<file path="src/rtl/ram_port_arbiter.sv">
// Round-robin arbiter sharing one RAM port between NREQ requesters, with
// bounded lock bursts and a registered read-return path.
module ram_port_arbiter #(
  parameter int NREQ       = 4,
  parameter int DATA_WIDTH = 32,
  parameter int ADDR_WIDTH = 8,
  parameter int MAX_BURST  = 4
) (
  input  logic                       clk,
  input  logic                       resetn,
  input  logic [NREQ-1:0]            req,
  input  logic [NREQ-1:0]            lock,
  input  logic [NREQ-1:0]            we,
  input  logic [NREQ*ADDR_WIDTH-1:0] addr,
  input  logic [NREQ*DATA_WIDTH-1:0] wdata,
  output logic [NREQ-1:0]            gnt,
  output logic [NREQ-1:0]            rvalid,
  output logic [DATA_WIDTH-1:0]      rdata,
  output logic [ADDR_WIDTH-1:0]      ram_addr,
  output logic [DATA_WIDTH-1:0]      ram_wdata,
  output logic                       ram_we,
  input  logic [DATA_WIDTH-1:0]      ram_rdata
);

  localparam int PW = $clog2(NREQ);
  localparam int CW = $clog2(MAX_BURST + 1);
  localparam logic [CW-1:0] CNT_MAX = CW'(MAX_BURST);

  logic [PW-1:0] ptr, owner, start, gidx;
  logic [CW-1:0] cnt;
  logic          owner_v, hold, expire, gvalid;

  function automatic logic [PW-1:0] wrap_add(input logic [PW-1:0] a, input int b);
    return PW'((int'(a) + b) % NREQ);
  endfunction

  // NOTE: every always_comb output gets a default first so no path leaves
  // a variable unassigned, which would infer a latch.
  always_comb begin
    hold   = owner_v & req[owner] & lock[owner] & (cnt < CNT_MAX);
    expire = owner_v & lock[owner] & (cnt == CNT_MAX);
    // An expired burst restarts the search just past the owner, so the
    // owner is visited last and only wins when nobody else is asking.
    start  = expire ? wrap_add(owner, 1) : ptr;
    gvalid = 1'b0;
    gidx   = '0;
    if (resetn) begin
      if (hold) begin
        gvalid = 1'b1;
        gidx   = owner;
      end else begin
        // Walk backwards so the nearest requester after start wins.
        for (int k = NREQ - 1; k >= 0; k--) begin
          if (req[wrap_add(start, k)]) begin
            gvalid = 1'b1;
            gidx   = wrap_add(start, k);
          end
        end
      end
    end
  end

  always_comb begin
    gnt       = '0;
    ram_addr  = '0;
    ram_wdata = '0;
    ram_we    = 1'b0;
    for (int i = 0; i < NREQ; i++) begin
      if (gvalid && gidx == PW'(i)) begin
        gnt[i]    = 1'b1;
        ram_addr  = addr[i*ADDR_WIDTH +: ADDR_WIDTH];
        ram_wdata = wdata[i*DATA_WIDTH +: DATA_WIDTH];
        ram_we    = we[i];
      end
    end
  end

  // NOTE: sequential state uses non-blocking assignments so every register
  // samples pre-edge values regardless of statement order.
  always_ff @(posedge clk or negedge resetn) begin
    if (!resetn) begin
      ptr     <= '0;
      owner   <= '0;
      owner_v <= 1'b0;
      cnt     <= '0;
      rvalid  <= '0;
      rdata   <= '0;
    end else begin
      if (gvalid) begin
        ptr     <= wrap_add(gidx, 1);
        owner   <= gidx;
        owner_v <= 1'b1;
        cnt     <= (owner_v && gidx == owner && cnt < CNT_MAX) ? cnt + CW'(1) : CW'(1);
      end else begin
        owner_v <= 1'b0;
        cnt     <= '0;
      end
      if (gvalid && !ram_we) begin
        rvalid <= gnt;
        rdata  <= ram_rdata;
      end else begin
        rvalid <= '0;
      end
    end
  end

endmodule

</file>
<file path="config.mk">
export PLATFORM = sky130hd
export DESIGN_NAME = ram_port_arbiter
export DESIGN_NICKNAME = d
export VERILOG_FILES = /design/src/rtl/ram_port_arbiter.sv
export SDC_FILE = /design/constraint.sdc
export NUM_CORES = 1
export LEC_CHECK = 0
export BUFFER_PORTS_ARGS = -buffer_cell sky130_fd_sc_hd__buf_2
export CORE_AREA = 3 3 110 112
export CTS_BUF_LIST = sky130_fd_sc_hd__clkbuf_8
export DETAILED_ROUTE_END_ITERATION = 10
export DIE_AREA = 0 0 113 115
export PLACE_DENSITY = 0.67
export SKIP_LAST_GASP = 1
export SYNTH_ARGS = -nofsm -noshare
export SYNTH_HDL_FRONTEND = slang
export SYNTH_SLANG_ARGS = --single-unit
</file>
<file path="constraint.sdc">
create_clock -name clk -period 4.1 [get_ports clk]
set_clock_uncertainty 0.1 [all_clocks]
set_input_delay 0.82 -clock clk [delete_from_list [all_inputs] [get_ports clk]]
set_output_delay 0.82 -clock clk [all_outputs]
set_load 0.05 [all_outputs]
</file>
======== Yosys cells after proc, flatten, opt, wreduce, memory -nomap -nowiden ========
Cells that the tools add are included.
operators by class
  bitwise operators ....................... 5
  multiply operators ...................... 0
  add/sub/neg operators ................... 6
  multiplexer cells ....................... 45
  order comparisons ....................... 6
  reduce and logical (&&, ||, !) cells .... 9
  shifts and indexed selects .............. 0
  divide/modulo/power cells ............... 0
  equal/unequal tests ..................... 5
operators by type and width
  operator                                                                      count
  32-bit 2-to-1 mux                                                             4
  8-bit 2-to-1 mux                                                              4
  1-bit 2-to-1 mux                                                              21
  2-bit by 3-bit less-than comparator with 1-bit output, second input constant  5
  2-bit 2-to-1 mux                                                              7
  1-bit binary-select mux with 2-bit select                                     6
  1-bit logical AND                                                             7
  2-bit by 1-bit adder with 2-bit output, second input constant                 3
  3-bit 2-to-1 mux                                                              2
  1-bit bitwise AND                                                             5
  2-bit adder, second input constant                                            2
  2-bit equality test, second input constant                                    2
  4-bit 2-to-1 mux                                                              1
  3-bit by 1-bit adder with 3-bit output, second input constant                 1
  3-bit equality test, second input constant                                    1
  3-bit less-than comparator, second input constant                             1
  2-bit by 1-bit equality test with 1-bit output, second input constant         1
  2-bit equality test                                                           1
  2-bit zero test                                                               1
  1-bit zero test                                                               1
storage, ports and cells
  RAM bits ................................ 0
  latch bits .............................. 0
  input bits .............................. 206
  output and inout bits ................... 81
  register bits ........................... 44
  logic and storage cells ................. 82
  ROM bits ................................ 0
  memories ................................ 0

======== Logic depth before layout (Yosys ltp) ========
  depth after elaboration ................. 23
  mapped depth ............................ 17
  gate-level depth less buffers ........... 16

======== Least setup slack after synthesis ========
No wires, ideal clock.
  kind .................................... in2out
  start ................................... input port lock[3]
  end ..................................... output port ram_addr[0]
  path slack .............................. -1.497 ns
  data arrival time ....................... 4.677 ns
  stages on the path ...................... 13
  data required time ...................... 3.180 ns
  cell sequence ........................... mux2i_1 nor3b_1 a211o_2 or3b_2 a41oi_2 and2b_2 ha_1 nand2_1 inv_1 clkbuf_1 a221o_1 o21ai_0 o21ai_0
between the ends
  word-level cells in the longest chain between the ends .. 20
  elaborated cells between the ends (all ways) .. 42
  those cells by class .................... 3 x add/sub; 3 x eq/ne; 27 x mux; 4 x bitwise; 5 x reduce/logical
RTL lines
  element                                        line    text
  from (decl)                                    12      input logic [NREQ-1:0] lock,
  1-bit binary-select mux with 2-bit select (*)  40, 41
  1-bit 2-to-1 mux (not written as such) (*)     40, 41
  1-bit bitwise AND (2 in series)                41      expire = owner_v & lock[owner] & (cnt == CNT_MAX);
  2-bit 2-to-1 mux                               44      start = expire ? wrap_add(owner, 1) : ptr;
  2-bit adder                                    34      return PW'((int'(a) + b) % NREQ);
  1-bit binary-select mux with 2-bit select      54      if (req[wrap_add(start, k)]) begin
  1-bit 2-to-1 mux (not written as such)         54
  2-bit 2-to-1 mux (4 in series)                 54
  2-bit 2-to-1 mux (*)                           48      if (hold) begin
  2-bit 2-to-1 mux (*)                           47      if (resetn) begin
  net gidx[1]                                    29      logic [PW-1:0] ptr, owner, start, gidx;
  2-bit zero test                                69      if (gvalid && gidx == PW'(i)) begin
  1-bit logical AND                              69
  8-bit 2-to-1 mux (3 in series)                 69
  8-bit 2-to-1 mux (*)                           69
  to (decl)                                      19      output logic [ADDR_WIDTH-1:0] ram_addr,
Mark *: on every way through the listed nets, which the timed path passes. The rest lies on a longest branch. The select of a mux whose other input is x is not followed.

======== Worst setup path in the final report ========
  start ................................... input port lock[1]
  end ..................................... output port ram_wdata[4]
between the ends
  word-level cells in the longest chain between the ends .. 20
  elaborated cells between the ends (all ways) .. 42
  those cells by class .................... 3 x add/sub; 3 x eq/ne; 27 x mux; 4 x bitwise; 5 x reduce/logical
RTL lines
  element                                        line    text
  1-bit binary-select mux with 2-bit select (*)  40, 41
  1-bit 2-to-1 mux (not written as such) (*)     40, 41
  1-bit bitwise AND (2 in series)                41
  2-bit 2-to-1 mux                               44
  2-bit adder                                    34
  1-bit binary-select mux with 2-bit select      54
  1-bit 2-to-1 mux (not written as such)         54
  2-bit 2-to-1 mux (4 in series)                 54
  2-bit 2-to-1 mux (*)                           48
  2-bit 2-to-1 mux (*)                           47
  net gidx[0]                                    29
  2-bit zero test                                69
  1-bit logical AND                              69
  32-bit 2-to-1 mux (3 in series)                69
  32-bit 2-to-1 mux (*)                          69
  to (decl)                                      20      output logic [DATA_WIDTH-1:0] ram_wdata,
Marks and branches as above.

==> implementation parameters <==
Parameter                              Value

Global routing
  Maximum number of pins on one net before global-route repair    34
  Number of antenna violations at the first check in global routing    3
  Total global routing overflow    0
  Wire length of the first global-routing pass    about 23,000 µm
  Via count of the first global-routing pass    4,681
  Overall routing resource usage    ~22%

Critical path
  Slowest cell delay on critical path    ~480 ps
  Nature of the critical path startpoint    primary input
  Largest fanout on the critical path    6
  Arrival time at the worst endpoint    3720 ps
  CP delay by family, top    simple AND/OR/NAND/NOR gates
  Kind of critical path    in -> out
  R2R Setup Slk    approximately 230 ps
  Cell-by-cell trace of the critical path    buf_2 > mux2i_2 > nor3b_2 > buf_4 > or4_1 > nand4b_1 > o211ai_1 > o31a_1 > buf_6 > ha_4 > nor2_4 > buf_12 > buf_16 > a221o_1 > o21ai_2 > o21ai_4 > buf_8
  Cell type of the slowest stage on the worst timing path    sky130_fd_sc_hd__or4_1
  Reg-to-reg critical path startpoint    cnt[0]
  Kind of end point of the critical path    primary output
  Total buffers and inverters traversed by the critical path    6
  Worst setup path startpoint    lock[1]
  Data required time of the worst path    ~3200 ps

STA
  Final count of negative-setup-slack endpoints    between 40 and 50
  Crit path setup slack, layout    -539.2 ps
  Clock period minus worst slack    approximately 4600 ps
  Worst slew margin relative to its limit    between 70% and 80%
  Final Cycle Share    113.2%
  Setup repair after global routing missed its margin    yes
  Fin Hold WS    about 410 ps
  Transition time at the pin with the least slew margin    between 400 and 500 ps
  Max-slew violation total from the final report    0
  Peak Freq    0.2156 GHz
  Fin. Hold Viols    0
  Setup TNS    -20,700 ps

Cells and area
  Area growth from synthesis to layout    110.4%
  Fraction of layout cells with a size suffix above 1    between 70% and 80%
  Post-layout instance count excluding filler cells    between 800 and 900
  Number of nets in the final layout    946
  Final instance area    about 7000 µm²
  Antenna Cells    0

Detailed routing
  Via count    between 4,000 and 5,000
  Length of the first detailed-routing pass in iterations    4
  Vias per cell    about 5.3
  DRC violations left    0
  Starting DRC count in detailed routing    between 200 and 300
  Drt total wl    between 15,000 and 20,000 µm
  Final antenna-violating net count    0
  Post-DR wirelength/cell    around 19 µm

Placed design
  Count of input and output buffers    ~290
  Final weighted congestion of routability-driven global placement    between 0.9 and 1
  Half-perimeter wire length after placement    12,640 µm
  Post-placement cell area    6020 µm²
  Total instance count after detailed placement    838

Die
  Width of the die    roughly 110 µm
  Die footprint    13,000 µm²
  Starting Density    between 20% and 30%
  Total number of placement rows    39
  Die height    115 µm
  Core region area    11,320 µm²
  I/O pins    roughly 290

Hold path
  Hold crit path type    in -> async

Yosys
  Share of synthesized area occupied by flip-flops and latches    between 30% and 40%
  Share of the synthesized area in compound gates (AO/OA/AOI/OAI)    30.59%
  Synth Area in Simple Gates    between 10 and 15%
  Share of cell area taken by muxes after synthesis    13.09%
  Ys flop type    sky130_fd_sc_hd__dfrtp_1
  Number of synthesized register bits    44
  Synth Net Count    about 590
  Synthesized-area fraction occupied by adder cells    ~2.2%
  Number of library cell types mapped by synthesis    slightly below 50
  Count of yosys warnings during synthesis    0
  Avg Inst Size Synth    8.828 µm²
  Number of enable-type register cells in the synthesized netlist    0
  Largest family of logic cells by synthesized area    compound AO/OA/AOI/OAI gates
  Gate count of the mapped netlist    379
  Netlist area before placement    between 3000 and 4000 µm²
  Share of flip-flops with an asynchronous set or reset after synthesis    between 90% and 100%
  Post-Synth XOR/XNOR Area    0.2618%

Pwr
  Power per standard cell area    roughly 770 nW/µm²
  Leak    about 3.3 nW
  Maximum VDD drop    0.0006307 V

Clock network
  CTS tree    done
  Number of H-tree branching levels    2
  Insertion delay to the later sink of the worst-skew pair    about 290 ps
  Clock transition at the registers of the reported paths    approximately 90 ps
  Longest Clk Path Bufs    2
  TritonCTS Buffers    5
  CTS sink cnt    44
  Root buffer cell    sky130_fd_sc_hd__clkbuf_8
  Hold-fix buffers at CTS    0

Run status
  Status    finished with violations
  Failing checks    negative setup slack

Job
  Max-cap violations    0
==> per-stage QoR <==
step	utilization [%]	worst slack, ps	total power [mW]
after CTS	58.08	-575.6	5.245
after global routing	62.17	-673.3	5.699
final	62.17	-539.2	5.451
after detailed placement	53.17	-655.5	4.481
after global placement	53.17	-586.6	4.406
after floorplan	-	-282.4	3.565
==> registers in the layout (all words and copies together) (netlist names) <==
| signal | flops |
|---|---|
| rvalid | 4 |
| owner_v | 1 |
| owner | 2 |
| cnt | 3 |
| rdata | 32 |
| ptr | 2 |
==> cells in the final DEF, fill, tap and decap left out, types with 5 or more instances in the layout <==
master and n:
sky130_fd_sc_hd__a221o_1 40, sky130_fd_sc_hd__buf_12 8, sky130_fd_sc_hd__buf_2 239, sky130_fd_sc_hd__buf_4 67
sky130_fd_sc_hd__buf_6 47, sky130_fd_sc_hd__buf_8 17, sky130_fd_sc_hd__clkbuf_8 5, sky130_fd_sc_hd__dfrtp_1 43
sky130_fd_sc_hd__inv_1 6, sky130_fd_sc_hd__mux2_2 33, sky130_fd_sc_hd__nand2_1 48, sky130_fd_sc_hd__nand3_1 5
sky130_fd_sc_hd__nor2_1 5, sky130_fd_sc_hd__o21ai_0 5, sky130_fd_sc_hd__o21ai_2 40, sky130_fd_sc_hd__o21ai_4 40
==> layer usage <==
metal  vias to the layer above  share of wire (%)  global-route usage, %
met5                         -               0.20                      0
met4                         6                3.1                  7.051
met3                        51                9.2                  6.947
met2                       259                 49                  38.39
met1                      2216                 38                  26.66
li1                       2134                  -                      -
==> worst register-to-register path, stage by stage, from the launching register on <==
cell and delay, ps:
sky130_fd_sc_hd__dfrtp_1 400, sky130_fd_sc_hd__inv_2 80, sky130_fd_sc_hd__ha_4 150, sky130_fd_sc_hd__and3_4 210, sky130_fd_sc_hd__buf_6 100, sky130_fd_sc_hd__a21oi_2 40, sky130_fd_sc_hd__a211o_2 290, sky130_fd_sc_hd__or3_4 390
sky130_fd_sc_hd__a41oi_4 230, sky130_fd_sc_hd__and2b_2 220, sky130_fd_sc_hd__buf_6 110, sky130_fd_sc_hd__ha_2 200, sky130_fd_sc_hd__buf_4 120, sky130_fd_sc_hd__a21oi_1 30, sky130_fd_sc_hd__a21oi_1 110, sky130_fd_sc_hd__o21ai_1 100
sky130_fd_sc_hd__buf_4 150, sky130_fd_sc_hd__nor2_2 130, sky130_fd_sc_hd__buf_12 220, sky130_fd_sc_hd__mux2_2 380
==> what timing repair did <==
item / 4_1_cts / 5_1_grt
resized for setup: 110 / 54
buffers inserted: 7 / 22
gates cloned: 1 / 4
pin swaps: 16 / 35
endpoints found under the setup margin: 45 / 77
==> cell type report <==
cell class / count / area [µm²]
inverters: 11 / 51.30
repair buffers: 383 / 2771
flip-flops and latches: 44 / 1102
well taps: 143 / 178.9
clock buffers: 5 / 68.82
multi-input cells: 289 / 2819
fillers: 930 / 4283
clock inverters: 3 / 46.29
==> synth_stat cells, types with 3 or more instances <==
cell | number | area share, %
sky130_fd_sc_hd__and2b_2 | 3 | 0.79
sky130_fd_sc_hd__ha_1 | 6 | 2.2
sky130_fd_sc_hd__a21oi_1 | 4 | 0.60
sky130_fd_sc_hd__a221o_1 | 40 | 12
sky130_fd_sc_hd__nor2b_1 | 4 | 0.75
sky130_fd_sc_hd__mux2_2 | 34 | 11
sky130_fd_sc_hd__nor4_1 | 3 | 0.56
sky130_fd_sc_hd__nor3b_1 | 3 | 0.67
sky130_fd_sc_hd__buf_6 | 3 | 1.0
sky130_fd_sc_hd__o21ai_0 | 86 | 13
sky130_fd_sc_hd__nand3_1 | 6 | 0.90
sky130_fd_sc_hd__mux2i_1 | 4 | 1.2
sky130_fd_sc_hd__inv_1 | 11 | 1.2
sky130_fd_sc_hd__nor2_1 | 7 | 0.79
sky130_fd_sc_hd__dfrtp_1 | 44 | 33
sky130_fd_sc_hd__nand3b_1 | 4 | 0.90
sky130_fd_sc_hd__clkbuf_1 | 29 | 3.3
sky130_fd_sc_hd__nand2_1 | 50 | 5.6
==> power breakdown <==
part / leakage, nW / internal, mW / total, mW / switching, mW
clock: 0.0548 / 0.184 / 0.346 / 0.162
sequential: 0.527 / 0.628 / 0.763 / 0.135
combinational: 2.71 / 1.79 / 4.34 / 2.55
==> logic make-up (layout without fill, tap and decap cells) <==
logic type      after synthesis  in the layout
compound gates              147            147
flops                        44             44
buf+inv                      46            402
xor+xnor                      1              1
mux                          39             39
simple gates                 96             96
fa+ha+maj                     6              6
==> final timing paths <==
kind                           endpoint  cells after the start
setup / recovery           ram_wdata[4]                     17
hold / removal                 owner[0]                      2
setup reg to reg               rdata[0]                     19
hold reg to reg               rdata[22]                      1
max in group asynchronous     rdata[20]                      2
min in group clk              rdata[22]                      1
Power figures use the tool's default switching activity.
